[config.mk]
export PLATFORM = sky130hd
export DESIGN_NAME = watermark_remover_flat
export DESIGN_NICKNAME = d
export VERILOG_FILES = /design/src/rtl/wm_pkg.sv /design/src/rtl/watermark_remover_if.sv /design/src/rtl/watermark_remover_seq_div.sv /design/src/rtl/watermark_remover.sv /design/src/flat_wrapper.sv
export SDC_FILE = /design/constraint.sdc
export NUM_CORES = 1
export LEC_CHECK = 0
export ABC_AREA = 1
export BUFFER_PORTS_ARGS = -buffer_cell sky130_fd_sc_hd__buf_2
export CAP_MARGIN = 20
export CELL_PAD_IN_SITES_DETAIL_PLACEMENT = 1
export CELL_PAD_IN_SITES_GLOBAL_PLACEMENT = 2
export CORE_ASPECT_RATIO = 0.6
export CORE_MARGIN = 10
export CORE_UTILIZATION = 30
export CTS_CLUSTER_SIZE = 16
export DETAILED_ROUTE_END_ITERATION = 6
export GPL_TIMING_DRIVEN = 1
export MAX_ROUTING_LAYER = met4
export PLACE_DENSITY_LB_ADDON = 0.1
export SKIP_LAST_GASP = 1
export SLEW_MARGIN = 5
export SYNTH_ARGS = -nofsm -noshare
export SYNTH_HDL_FRONTEND = slang
export SYNTH_SLANG_ARGS = --single-unit
[constraint.sdc]
create_clock -name clk -period 7.05 [get_ports clk]
set_input_delay 0.3525 -clock clk [delete_from_list [all_inputs] [get_ports clk]]
set_output_delay 0.3525 -clock clk [all_outputs]
set_load 0.1 [all_outputs]
[src/rtl/wm_pkg.sv]
// Shared constants, FSM state type and pixel saturation helper for the watermark remover.
package wm_pkg;

   localparam int PIX_W     = 8;
   localparam int WGT_W     = 7;
   localparam int NUM_W     = 16;
   localparam int PCT_SCALE = 100;

   typedef enum logic [1:0] {
      IDLE = 2'd0,
      PREP = 2'd1,
      DIV  = 2'd2,
      DONE = 2'd3
   } state_e;

   // Clip a full-width quotient to the largest representable pixel.
   function automatic logic [PIX_W-1:0] sat_pix(input logic [NUM_W-1:0] q);
      if (|q[NUM_W-1:PIX_W]) begin
         return {PIX_W{1'b1}};
      end else begin
         return q[PIX_W-1:0];
      end
   endfunction

endpackage

[src/rtl/watermark_remover_if.sv]
// Pixel/weight input and recovered-pixel output handshake bundle.
interface watermark_remover_if;
   import wm_pkg::*;

   logic             in_valid;
   logic             in_ready;
   logic [PIX_W-1:0] Y_k;
   logic [PIX_W-1:0] W_k;
   logic [WGT_W-1:0] A_k;
   logic [WGT_W-1:0] B_k;
   logic             out_valid;
   logic             out_ready;
   logic [PIX_W-1:0] I_k;
   logic             err;

   modport slave (
      input  in_valid, Y_k, W_k, A_k, B_k, out_ready,
      output in_ready, out_valid, I_k, err
   );

   modport master (
      output in_valid, Y_k, W_k, A_k, B_k, out_ready,
      input  in_ready, out_valid, I_k, err
   );

endinterface

[src/rtl/watermark_remover_seq_div.sv]
// Restoring divider, one quotient bit per cycle, MSB first; quo_o/done_o expose the final
// quotient in the same cycle its last bit is resolved so the caller can latch it on that edge.
module seq_div
   import wm_pkg::*;
(
   input  logic             clk,
   input  logic             rst,
   input  logic             start_i,
   input  logic [NUM_W-1:0] num_i,
   input  logic [WGT_W-1:0] den_i,
   output logic [NUM_W-1:0] quo_o,
   output logic             done_o
);

   localparam int CNT_W = $clog2(NUM_W);

   logic [NUM_W-1:0] num_q, num_d;
   logic [NUM_W-1:0] quo_q, quo_d;
   logic [WGT_W-1:0] rem_q, rem_d;
   logic [WGT_W-1:0] den_q, den_d;
   logic [CNT_W-1:0] cnt_q, cnt_d;
   logic             busy_q, busy_d;
   logic [WGT_W+1:0] trial_s;
   logic             qbit_s;

   // Sign bit of the widened trial subtraction doubles as the restore flag.
   assign trial_s = {1'b0, rem_q, num_q[NUM_W-1]} - {2'b00, den_q};
   assign qbit_s  = ~trial_s[WGT_W+1];
   assign quo_o   = {quo_q[NUM_W-2:0], qbit_s};
   assign done_o  = busy_q && (cnt_q == {CNT_W{1'b0}});

   // Load on start, otherwise perform one shift/subtract step per busy cycle.
   always_comb begin
      num_d  = num_q;
      quo_d  = quo_q;
      rem_d  = rem_q;
      den_d  = den_q;
      cnt_d  = cnt_q;
      busy_d = busy_q;
      if (start_i) begin
         num_d  = num_i;
         quo_d  = {NUM_W{1'b0}};
         rem_d  = {WGT_W{1'b0}};
         den_d  = den_i;
         cnt_d  = CNT_W'(NUM_W - 1);
         busy_d = 1'b1;
      end else if (busy_q) begin
         num_d = {num_q[NUM_W-2:0], 1'b0};
         quo_d = {quo_q[NUM_W-2:0], qbit_s};
         if (qbit_s) begin
            rem_d = trial_s[WGT_W-1:0];
         end else begin
            rem_d = {rem_q[WGT_W-2:0], num_q[NUM_W-1]};
         end
         if (cnt_q == {CNT_W{1'b0}}) begin
            busy_d = 1'b0;
         end else begin
            cnt_d = cnt_q - {{(CNT_W-1){1'b0}}, 1'b1};
         end
      end else begin
         busy_d = 1'b0;
      end
   end

   // Divider state registers.
   always_ff @(posedge clk or posedge rst) begin
      if (rst) begin
         num_q  <= {NUM_W{1'b0}};
         quo_q  <= {NUM_W{1'b0}};
         rem_q  <= {WGT_W{1'b0}};
         den_q  <= {WGT_W{1'b0}};
         cnt_q  <= {CNT_W{1'b0}};
         busy_q <= 1'b0;
      end else begin
         num_q  <= num_d;
         quo_q  <= quo_d;
         rem_q  <= rem_d;
         den_q  <= den_d;
         cnt_q  <= cnt_d;
         busy_q <= busy_d;
      end
   end

endmodule

[src/rtl/watermark_remover.sv]
// Recovers I = (100*Y - B*W)/A from a watermarked pixel, one pixel in flight at a time.
// Build option WM_UNMARK_ROUND_EN: round the quotient to nearest instead of truncating.
module watermark_remover
   import wm_pkg::*;
(
   input  logic               clk,
   input  logic               rst,
   watermark_remover_if.slave bus
);

   state_e           state_q, state_d;
   logic [PIX_W-1:0] y_q, y_d, w_q, w_d;
   logic [WGT_W-1:0] a_q, a_d, b_q, b_d;
   logic [PIX_W-1:0] res_q, res_d;
   logic             err_q, err_d;
   logic             ovld_q, irdy_q;
   logic [NUM_W-1:0] y_scaled_s, bw_s, clamp_s, num_s;
   logic             div_start_s, div_done_s;
   logic [NUM_W-1:0] div_quo_s;

   assign y_scaled_s = NUM_W'(PCT_SCALE) * NUM_W'(y_q);
   assign bw_s       = NUM_W'(b_q) * NUM_W'(w_q);
   // Unsigned compare-and-subtract is the clamped form of the signed difference.
   assign clamp_s    = (y_scaled_s > bw_s) ? (y_scaled_s - bw_s) : {NUM_W{1'b0}};
`ifdef WM_UNMARK_ROUND_EN
   assign num_s      = clamp_s + NUM_W'(a_q >> 1);
`else
   assign num_s      = clamp_s;
`endif

   seq_div u_div (
      .clk     (clk),
      .rst     (rst),
      .start_i (div_start_s),
      .num_i   (num_s),
      .den_i   (a_q),
      .quo_o   (div_quo_s),
      .done_o  (div_done_s)
   );

   assign bus.in_ready  = irdy_q;
   assign bus.out_valid = ovld_q;
   assign bus.I_k       = res_q;
   assign bus.err       = err_q;

   // Handshake FSM next-state and result capture.
   always_comb begin
      state_d     = state_q;
      y_d         = y_q;
      w_d         = w_q;
      a_d         = a_q;
      b_d         = b_q;
      res_d       = res_q;
      err_d       = err_q;
      div_start_s = 1'b0;
      case (state_q)
         IDLE: begin
            if (bus.in_valid && irdy_q) begin
               y_d     = bus.Y_k;
               w_d     = bus.W_k;
               a_d     = bus.A_k;
               b_d     = bus.B_k;
               state_d = PREP;
            end else begin
               state_d = IDLE;
            end
         end
         PREP: begin
            if (a_q == {WGT_W{1'b0}}) begin
               err_d   = 1'b1;
               res_d   = {PIX_W{1'b0}};
               state_d = DONE;
            end else begin
               div_start_s = 1'b1;
               state_d     = DIV;
            end
         end
         DIV: begin
            if (div_done_s) begin
               res_d   = sat_pix(div_quo_s);
               err_d   = 1'b0;
               state_d = DONE;
            end else begin
               state_d = DIV;
            end
         end
         DONE: begin
            if (bus.out_ready) begin
               state_d = IDLE;
            end else begin
               state_d = DONE;
            end
         end
         default: begin
            state_d = IDLE;
         end
      endcase
   end

   // State, operand and registered-output flops.
   always_ff @(posedge clk or posedge rst) begin
      if (rst) begin
         state_q <= IDLE;
         y_q     <= {PIX_W{1'b0}};
         w_q     <= {PIX_W{1'b0}};
         a_q     <= {WGT_W{1'b0}};
         b_q     <= {WGT_W{1'b0}};
         res_q   <= {PIX_W{1'b0}};
         err_q   <= 1'b0;
         ovld_q  <= 1'b0;
         irdy_q  <= 1'b0;
      end else begin
         state_q <= state_d;
         y_q     <= y_d;
         w_q     <= w_d;
         a_q     <= a_d;
         b_q     <= b_d;
         res_q   <= res_d;
         err_q   <= err_d;
         ovld_q  <= (state_d == DONE);
         irdy_q  <= (state_d == IDLE);
      end
   end

endmodule

[src/flat_wrapper.sv]
// flat-port wrapper written by rule: the top's interface ports become plain ports
module watermark_remover_flat import wm_pkg::*;
  (clk, rst, bus_in_valid, bus_Y_k, bus_W_k, bus_A_k, bus_B_k, bus_out_ready, bus_in_ready, bus_out_valid, bus_I_k, bus_err);
  watermark_remover_if bus_i ();
  input  logic clk;
  input  logic rst;
  input wire logic [$bits(bus_i.in_valid)-1:0] bus_in_valid;
  input wire logic [$bits(bus_i.Y_k)-1:0] bus_Y_k;
  input wire logic [$bits(bus_i.W_k)-1:0] bus_W_k;
  input wire logic [$bits(bus_i.A_k)-1:0] bus_A_k;
  input wire logic [$bits(bus_i.B_k)-1:0] bus_B_k;
  input wire logic [$bits(bus_i.out_ready)-1:0] bus_out_ready;
  output wire logic [$bits(bus_i.in_ready)-1:0] bus_in_ready;
  output wire logic [$bits(bus_i.out_valid)-1:0] bus_out_valid;
  output wire logic [$bits(bus_i.I_k)-1:0] bus_I_k;
  output wire logic [$bits(bus_i.err)-1:0] bus_err;
  assign bus_i.in_valid = bus_in_valid;
  assign bus_i.Y_k = bus_Y_k;
  assign bus_i.W_k = bus_W_k;
  assign bus_i.A_k = bus_A_k;
  assign bus_i.B_k = bus_B_k;
  assign bus_i.out_ready = bus_out_ready;
  assign bus_in_ready = bus_i.in_ready;
  assign bus_out_valid = bus_i.out_valid;
  assign bus_I_k = bus_i.I_k;
  assign bus_err = bus_i.err;
  watermark_remover u_core (.clk(clk), .rst(rst), .bus(bus_i));
endmodule
==> impl_metrics.json, run 1 <==
{
  "die_h_um": 144,
  "layout.nets": 1143,
  "yosys.area.top_type_share_pct": 30.4,
  "cp_data_required_time_ns": 7.33,
  "syn_to_final_growth_pct": 10.9,
  "cp_slowest_cell": "dfrtp_1",
  "worstPathCellList": "nand2_1 > fa_1 > fa_1 > inv_1 > fa_1 > inv_1 > fa_1 > inv_1 > ha_1 > a21oi_1 > o21ai_0 > a21oi_1 > o21ai_0 > xor2_1 > ha_1 > nand2_1 > nor2_1 > nand2_1 > nor2_1 > nor2_1 > nand2_2 > inv_2 > nand2_1 > a21oi_1",
  "synthArstFlopShare_pct": 100,
  "grt_usage_pct": 13.9,
  "timing.fmax_mhz": 171,
  "slew_headroom_pct": 39.0,
  "final_core_util_pct": 33.7,
  "final_cells": 1320,
  "fin_skew_ns": 0.00736,
  "cts_resized": 0,
  "hold_path_class": "primary input to async pin",
  "detail-route-antenna-nets": 0,
  "timing.hold.ws_ns": 0.0952,
  "clkTransAtPathRegs_ns": 0.07,
  "clock-sinks": 93,
  "io_pins": 45,
  "final_layout_size_suffix_gt1_share_pct": 10.6,
  "synth_fp_nets": 1113,
  "final_cell_mix": "nand2_1 (220), inv_1 (181), dfrtp_1 (93)",
  "avgViaCountPerCell": 4.49,
  "critPathMaxFanout": 9,
  "tightestPinTransition_ns": 0.911,
  "synth_edf_count": 0,
  "overflow": 0,
  "grt_pass1_vias": 6192,
  "yosysSeqAreaShare_pct": 30.4,
  "syn-instance-count": 956,
  "cp_data_arrival_time_ns": 6.14,
  "synthFlopType": "dfrtp_1",
  "core_area_mm2": 0.0252,
  "via_count": 5923,
  "finalSetupTns_ns": 0,
  "setup_viol": 0,
  "critPathKind": "flip-flop to flip-flop",
  "wl_per_cell_um": 15.8,
  "cts_tree": "done",
  "fin_crit_ns": 5.85,
  "numPortBuffers": 44,
  "clockRootBuffer": "clkbuf_16",
  "drc_errors": 0,
  "finalMaxSlewViolations": 0,
  "cts-hold-fix-buffers": 0,
  "ys_top_cells_by_area": "dfrtp_1 (30%), ha_1 (15%), nand2_1 (11%)",
  "wl_um": 20900,
  "drt_iter0_drc": 288,
  "htree_levels": 3,
  "dieArea_mm2": 0.0325,
  "synth_seq_cells": 93,
  "rsz0062_at_grt": "no",
  "firstDrtPassIters": 5,
  "cts-buffers-inserted": 9,
  "yosys.cell_types.count": 39,
  "period_share_pct": 83.0,
  "avgSynthCellArea_um2": 8.00,
  "hpwl_um": 16800,
  "grt_pass1_wl_um": 34600,
  "antenna_found_initial": 0,
  "post-place-cells": 1304,
  "synth_top_cell_by_area": "dfrtp_1",
  "critical-path-max-stage-delay_ns": 0.54,
  "gp_congestion": 0.799,
  "cap_violations": 0,
  "clock_latency_ns": 0.36,
  "start_util_pct": 30.4,
  "finalHoldViolations": 0,
  "syn-cell-area_mm2": 0.00765,
  "layout_commonest_cell": "nand2_1",
  "end_kind": "flip-flop",
  "grt_max_degree": 48,
  "clock_path_buffers": 2,
  "ys.warnings.count": 0,
  "row_count": 45,
  "diodes": 0,
  "worstSetupStartpointType": "flip-flop",
  "status": "complete, no violations",
  "die_x_um": 226,
  "cts_setup_buffers": 0,
  "n_fill_cell": 3037
}
==> worst paths after layout <==
path | from | endpoint | slack (ns) | cells past startpoint
setup / recovery | u_core.w_q[0] | u_core.u_div.num_q[8] | 1.20 | 24
setup reg to reg | u_core.w_q[0] | u_core.u_div.num_q[8] | 1.20 | 24
hold / removal | rst | u_core.w_q[0] | 0.1 | 2
max in group asynchronous | rst | u_core.u_div.quo_q[9] | 5.86 | 3
hold reg to reg | u_core.u_div.num_q[7] | u_core.u_div.num_q[7] | 0.49 | 2
min in group clk | bus_Y_k[1] | u_core.y_q[1] | 0.22 | 2
==> routing by layer <==
layer | GRT usage [%] | routed length [um] | vias up
li1 | - | - | 3080
met1 | 22.9 | 13100 | 2768
met2 | 16.2 | 7060 | 67
met3 | 2.67 | 581 | 8
met4 | 2.53 | 150 | 0
met5 | - | 0 | -
==> per-stage QoR <==
step                      worst slack (ns)  cell area [um^2]
after global routing                 0.738              8480
after floorplan                       1.96              7650
after global placement                1.32              8180
final                                 1.20              8480
after CTS                             1.20              8480
after detailed placement              1.24              8180
==> cells in the mapped netlist (13+ instances only) <==
cell type    n
nand2_1    221
inv_1      182
dfrtp_1     93
ha_1        90
nor2_1      60
a21oi_1     54
o21ai_0     36
fa_1        33
nand3_1     31
mux2_2      23
xor2_1      19
clkbuf_1    17
o21ai_1     13
==> logic make-up after synthesis <==
family                     after synthesis  share of synthesized area, %
and+or+nand+nor                        341                          18.6
buffers and inverters                  212                          10.7
AOI/OAI and AO/OA                      133                          10.0
adders and majority gates              123                          23.4
DFF                                     93                          30.4
xor gates and xnor gates                31                          3.55
muxes                                   23                          3.39
==> worst max-delay path, delay by kind of cell (launching register included) <==
family | cells | cell delay [ns]
flops | 1 | 0.54
buf+inv | 4 | 0.29
compound gates | 5 | 0.91
fa+ha+maj | 6 | 2.84
xor+xnor | 1 | 0.32
simple gates | 8 | 0.87
==> registers in the layout (all words and copies together), names as in the netlist <==
register / flops
u_core.bus.err: 1
u_core.b_q: 7
u_core.bus.out_valid: 1
u_core.u_div.rem_q: 7
u_core.u_div.busy_q: 1
u_core.w_q: 8
u_core.bus.in_ready: 1
u_core.y_q: 8
u_core.u_div.num_q: 16
u_core.u_div.den_q: 7
u_core.state_q: 2
u_core.u_div.cnt_q: 4
u_core.bus.I_k: 8
u_core.u_div.quo_q: 15
u_core.a_q: 7
==> area by class of cell <==
class / count / area [um^2] / area share, %
Timing Repair Buffer: 46 / 235 / 2.77
Sequential cell: 93 / 2330 / 27.4
Tap cell: 329 / 412 / 4.85
Clock buffer: 10 / 239 / 2.82
Inverter: 185 / 699 / 8.24
Multi-Input combinational cell: 651 / 4510 / 53.1
Clock inverter: 6 / 62.6 / 0.737
Power of run 1 is not shown: default switching activity piles up to over one toggle a cycle in this logic, so the estimate is an artifact.
==> run 2: changes to the inputs <==
==> constraint.sdc (replaced) <==
create_clock -name clk -period 5.7 [get_ports clk]
set_input_delay 0.285 -clock clk [delete_from_list [all_inputs] [get_ports clk]]
set_output_delay 0.285 -clock clk [all_outputs]
set_load 0.1 [all_outputs]
==> impl_metrics.json, run 2 (synthesized netlist as in run 1, its figures left out) <==
{
  "timing.fmax_mhz": 187,
  "drc_errors": 0,
  "htree_levels": 3,
  "cp_data_required_time_ns": 5.96,
  "cp_data_arrival_time_ns": 5.60,
  "slew_headroom_pct": 40.4,
  "rr_worst_depth": 25,
  "hold_path_class": "primary input to async pin",
  "layout_commonest_cell": "nand2_1",
  "tightestPinTransition_ns": 0.891,
  "critPathKind": "flip-flop to flip-flop",
  "cpMostUsedCell": "nor2_1",
  "critPathMaxFanout": 6,
  "detail-route-antenna-nets": 0,
  "clockRootBuffer": "clkbuf_16",
  "gp_congestion": 0.798,
  "cts-buffers-inserted": 9,
  "firstDrtPassIters": 4,
  "top_register": "u_core.u_div.num_q",
  "row_count": 45,
  "fin_skew_ns": 0.00990,
  "numPortBuffers": 44,
  "io_pins": 45,
  "clock-sinks": 93,
  "period_share_pct": 93.7,
  "end_kind": "flip-flop",
  "cp-startpoint": "u_core.w_q[2]",
  "critical-path-max-stage-delay_ns": 0.55,
  "grt_max_degree": 50,
  "n_fill_cell": 3030,
  "syn_to_final_growth_pct": 14.9,
  "antenna_found_initial": 0,
  "rr_endpoint": "u_core.u_div.num_q[10]",
  "worstSetupEndpoint": "u_core.u_div.num_q[10]",
  "cts_tree": "done",
  "grt_pass1_wl_um": 35500,
  "wl_per_cell_um": 15.8,
  "top_regs": "u_core.u_div.num_q (16), u_core.u_div.quo_q (15)",
  "wl_um": 21200,
  "largest_reg_flops": 16,
  "drt_iter0_drc": 321,
  "finalHoldViolations": 0,
  "finalSetupTns_ns": 0,
  "fin_crit_ns": 5.34,
  "start_util_pct": 30.4,
  "grt_pass1_vias": 6389,
  "status": "complete, no violations",
  "finalMaxSlewViolations": 0,
  "reg2reg_from": "u_core.w_q[2]",
  "avgViaCountPerCell": 4.52,
  "via_count": 6067,
  "final_core_util_pct": 34.9,
  "clock_path_buffers": 2,
  "grt_usage_pct": 14.3,
  "hpwl_um": 17000,
  "core_area_mm2": 0.0252,
  "multi_input_comb_area_mm2": 0.00463,
  "regArea_mm2": 0.00233,
  "dieArea_mm2": 0.0325,
  "overflow": 0,
  "final_layout_size_suffix_gt1_share_pct": 14.7,
  "clkTransAtPathRegs_ns": 0.07,
  "diodes": 0,
  "worstSetupStartpointType": "flip-flop",
  "cap_violations": 0,
  "clock_latency_ns": 0.37,
  "die_x_um": 226,
  "cp_slowest_cell": "fa_1",
  "final_cell_mix": "nand2_1 (219), inv_1 (181), dfrtp_1 (90)",
  "rrSetupSlack_ns": 0.36,
  "layout.nets": 1166,
  "cts-hold-fix-buffers": 0,
  "die_h_um": 144,
  "setup_viol": 0
}
-- run 2: changes by cell type in the layout (fill, tap and decap cells not counted), sizes merged --
cell / previous run / this run
buf: 46 / 68
clkbuf: 10 / 12
clkinv: 5 / 1
clkinvlp: 0 / 1
inv: 185 / 186
nand2: 227 / 228
-- run 2: worst min path at each step --
stage	from	to	slack (ns)	depth (start not counted)
2_1_floorplan	bus_B_k[2]	u_core.b_q[2]	0.44	1
5_1_grt	rst	u_core.a_q[2]	0.05	2
3_3_place_gp	rst	u_core.a_q[0]	0.41	2
3_5_place_dp	rst	u_core.a_q[2]	0.42	2
6_report	rst	u_core.w_q[1]	0.005	2
4_1_cts	rst	u_core.a_q[2]	0.007	2
-- run 2: metrics by stage --
step	worst slack (ns)	instance area [um^2]	hold slack, ns	instances
after detailed placement	-0.0284	8290	0.422	1318
after global placement	0.0573	8290	0.415	1318
after floorplan	0.610	7650	0.436	956
after CTS	0.0234	8600	0.00697	1334
after global routing	-0.00765	8790	0.0456	1343
final	0.357	8790	0.00455	1343
-- run 2: routing by layer --
layer | vias to the layer above | wire [um] | global-route usage (%)
li1 | 3118 | - | -
met1 | 2875 | 13100 | 22.6
met2 | 60 | 7420 | 17.5
met3 | 14 | 506 | 2.38
met4 | 0 | 222 | 3.76
met5 | - | 0 | -
-- run 2: layout make-up --
class | count | area share [%]
Clock buffer | 12 | 2.92
Tap cell | 329 | 4.68
Inverter | 185 | 7.99
Timing Repair Buffer | 68 | 4.56
Multi-Input combinational cell | 652 | 52.7
Clock inverter | 4 | 0.626
Sequential cell | 93 | 26.5
-- run 2: worst max-delay path, delay by kind of cell (launching register included) --
kind	cells	cell delay [ns]
AOI/OAI and AO/OA	3	0.43
adders and majority gates	6	2.83
and+or+nand+nor	10	0.93
xor gates and xnor gates	1	0.22
DFF	1	0.46
buffers and inverters	5	0.37
-- run 2: timing repair --
item / in CTS / in global routing
endpoints found under the hold margin: 0 / 0
cloned: 0 / 1
pin swaps: 1 / 8
gates resized for setup: 2 / 27
endpoints found under the setup margin: 10 / 16
buffers inserted: 0 / 8
Power of run 2 is left out for the same reason.
==> run 3: changes to the inputs <==
--- a/config.mk
+++ b/config.mk
@@ -22,4 +22,5 @@
 export SLEW_MARGIN = 5
 export SYNTH_ARGS = -nofsm -noshare
 export SYNTH_HDL_FRONTEND = slang
+export SYNTH_HIERARCHICAL = 1
 export SYNTH_SLANG_ARGS = --single-unit
==> impl_metrics.json, run 3 <==
{
  "syn-instance-count": 1016,
  "clock-sinks": 93,
  "top_register": "u_core/u_div/num_q",
  "finalMaxSlewViolations": 0,
  "avgViaCountPerCell": 4.42,
  "cp_data_required_time_ns": 5.94,
  "n_fill_cell": 3116,
  "synth_seq_cells": 93,
  "gp_congestion": 0.781,
  "setup_slack_ns": 0.355,
  "synth_commonest_cells": "nand2_1 (263), inv_1 (207), dfrtp_1 (93), ha_1 (85), nor2_1 (56)",
  "io_pins": 45,
  "fin_crit_ns": 5.34,
  "cts-hold-fix-buffers": 0,
  "synth_fp_nets": 1168,
  "timing.fmax_mhz": 187,
  "avgSynthCellArea_um2": 7.79,
  "largest_reg_flops": 16,
  "top_regs": "u_core/u_div/num_q (16), u_core/u_div/quo_q (15)",
  "period_share_pct": 93.8,
  "htree_levels": 3,
  "firstDrtPassIters": 4,
  "yosys.area.top_type_share_pct": 29.4,
  "yosysSeqAreaShare_pct": 29.4,
  "preCtsSetupSlack_ns": 0.0255,
  "row_count": 45,
  "worstSetupStartpointType": "flip-flop",
  "setup_viol": 0,
  "synth_edf_count": 0,
  "cp_slowest_cell": "fa_1",
  "cpMostUsedCell": "inv_1",
  "ys_top_cells_by_area": "dfrtp_1 (29%), ha_1 (13%), nand2_1 (12%)",
  "cts-buffers-inserted": 9,
  "cap_violations": 0,
  "critical-path-max-stage-delay_ns": 0.53,
  "critPathKind": "flip-flop to flip-flop",
  "tightestPinTransition_ns": 0.691,
  "numPortBuffers": 44,
  "finalSetupTns_ns": 0,
  "synth.most_common_cell": "nand2_1",
  "slew_headroom_pct": 53.9,
  "end_kind": "flip-flop",
  "ys.warnings.count": 6,
  "critPathMaxFanout": 4,
  "synthFlopType": "dfrtp_1",
  "die_h_um": 146,
  "rr_endpoint": "u_core/u_div/num_q[2]",
  "hpwl_um": 18000,
  "start_util_pct": 30.9,
  "clock_path_buffers": 2,
  "rrSetupSlack_ns": 0.36,
  "cp_data_arrival_time_ns": 5.58,
  "wl_per_cell_um": 15.4,
  "wl_um": 22100,
  "finalHoldViolations": 0,
  "grt_pass1_wl_um": 36700,
  "synth_top_cell_by_area": "dfrtp_1",
  "grt_usage_pct": 14.0,
  "final_layout_size_suffix_gt1_share_pct": 17.9,
  "reg2reg_from": "u_core/w_q[3]",
  "fin_skew_ns": 0.0179,
  "final_cell_mix": "nand2_1 (258), inv_1 (204), dfrtp_1 (92)",
  "cts_tree": "done",
  "dieArea_mm2": 0.0335,
  "grt_pass1_vias": 6605,
  "antenna_found_initial": 0,
  "status": "complete, no violations",
  "yosys.cell_types.count": 45,
  "core_area_mm2": 0.0256,
  "grt_max_degree": 51,
  "drc_errors": 0,
  "synthArstFlopShare_pct": 100,
  "overflow": 0,
  "clockRootBuffer": "clkbuf_16",
  "rr_worst_depth": 28,
  "via_count": 6333,
  "drt_iter0_drc": 246,
  "syn-cell-area_mm2": 0.00792,
  "diodes": 0,
  "clkTransAtPathRegs_ns": 0.09,
  "syn_to_final_growth_pct": 16.2,
  "layout.nets": 1228,
  "hold_path_class": "primary input to async pin",
  "die_x_um": 230,
  "detail-route-antenna-nets": 0,
  "clock_latency_ns": 0.38,
  "layout_commonest_cell": "nand2_1"
}
==> run 3: changes by cell type in the layout (fill, tap and decap cells not counted), sizes merged, moves of 8 or more <==
cell | previous run | this run
nand2 | 228 | 277
a21oi | 54 | 34
xor2 | 19 | 11
inv | 186 | 217
o221ai | 0 | 11
o21ai | 50 | 22
nand3 | 32 | 45
buf | 68 | 80
==> run 3: what timing repair did <==
item / CTS / global route
gates cloned: 0 / 1
hold endpoints to repair: 0 / 0
pin swaps: 0 / 17
gates resized for setup: 0 / 42
setup endpoints to repair: 1 / 16
buffers inserted: 0 / 4
==> run 3: cells by family after synthesis <==
family          synth area share (%)
compound gates                  6.98
xor+xnor                        2.43
fa+ha+maj                       21.8
buf+inv                         12.3
flops                           29.4
mux                             3.98
simple gates                    23.2
==> run 3: how the worst max path moves through the flow <==
stage	start	endpoint	cells past startpoint
floorplan	u_core/b_q[6]	u_core/u_div/num_q[10]	27
global placement	u_core/w_q[3]	u_core/u_div/num_q[14]	26
detailed placement	u_core/b_q[2]	u_core/u_div/num_q[14]	26
CTS	u_core/w_q[3]	u_core/u_div/num_q[14]	26
global route	u_core/b_q[3]	u_core/u_div/num_q[9]	31
finish	u_core/w_q[3]	u_core/u_div/num_q[2]	28
==> run 3: area by class of cell <==
class / count / area [um^2] / area share (%)
Sequential cell: 93 / 2330 / 25.3
Clock inverter: 7 / 73.8 / 0.802
Multi-Input combinational cell: 678 / 4830 / 52.5
Clock buffer: 9 / 225 / 2.45
Tap cell: 352 / 440 / 4.79
Inverter: 214 / 803 / 8.73
Timing Repair Buffer: 80 / 503 / 5.46
==> run 3: metal layers <==
metal	vias to the layer above	track usage [%]	share of wire [%]
met5	-	-	0
met4	0	2.85	0.81
met3	10	2.94	2.7
met2	59	17.1	36
met1	2970	22.1	61
li1	3294	-	-
==> run 3: worst max-delay path: cells and delay by family (launching register included) <==
| family | cells | cell delay (ns) |
|---|---|---|
| adders and majority gates | 6 | 2.62 |
| and+or+nand+nor | 10 | 0.97 |
| buffers and inverters | 8 | 0.59 |
| AOI/OAI and AO/OA | 3 | 0.44 |
| DFF | 1 | 0.42 |
| xor gates and xnor gates | 1 | 0.15 |
==> run 3: metrics by stage <==
step	utilization, %	cells	instance area, um^2	hold WS [ns]
finish	35.9	1433	9200	0.0705
global route	35.9	1433	9200	0.116
CTS	35.0	1428	8950	0.0838
detailed placement	33.8	1412	8660	0.476
global placement	33.8	1412	8660	0.465
floorplan	-	1016	7920	0.435
Power of run 3 is left out for the same reason.
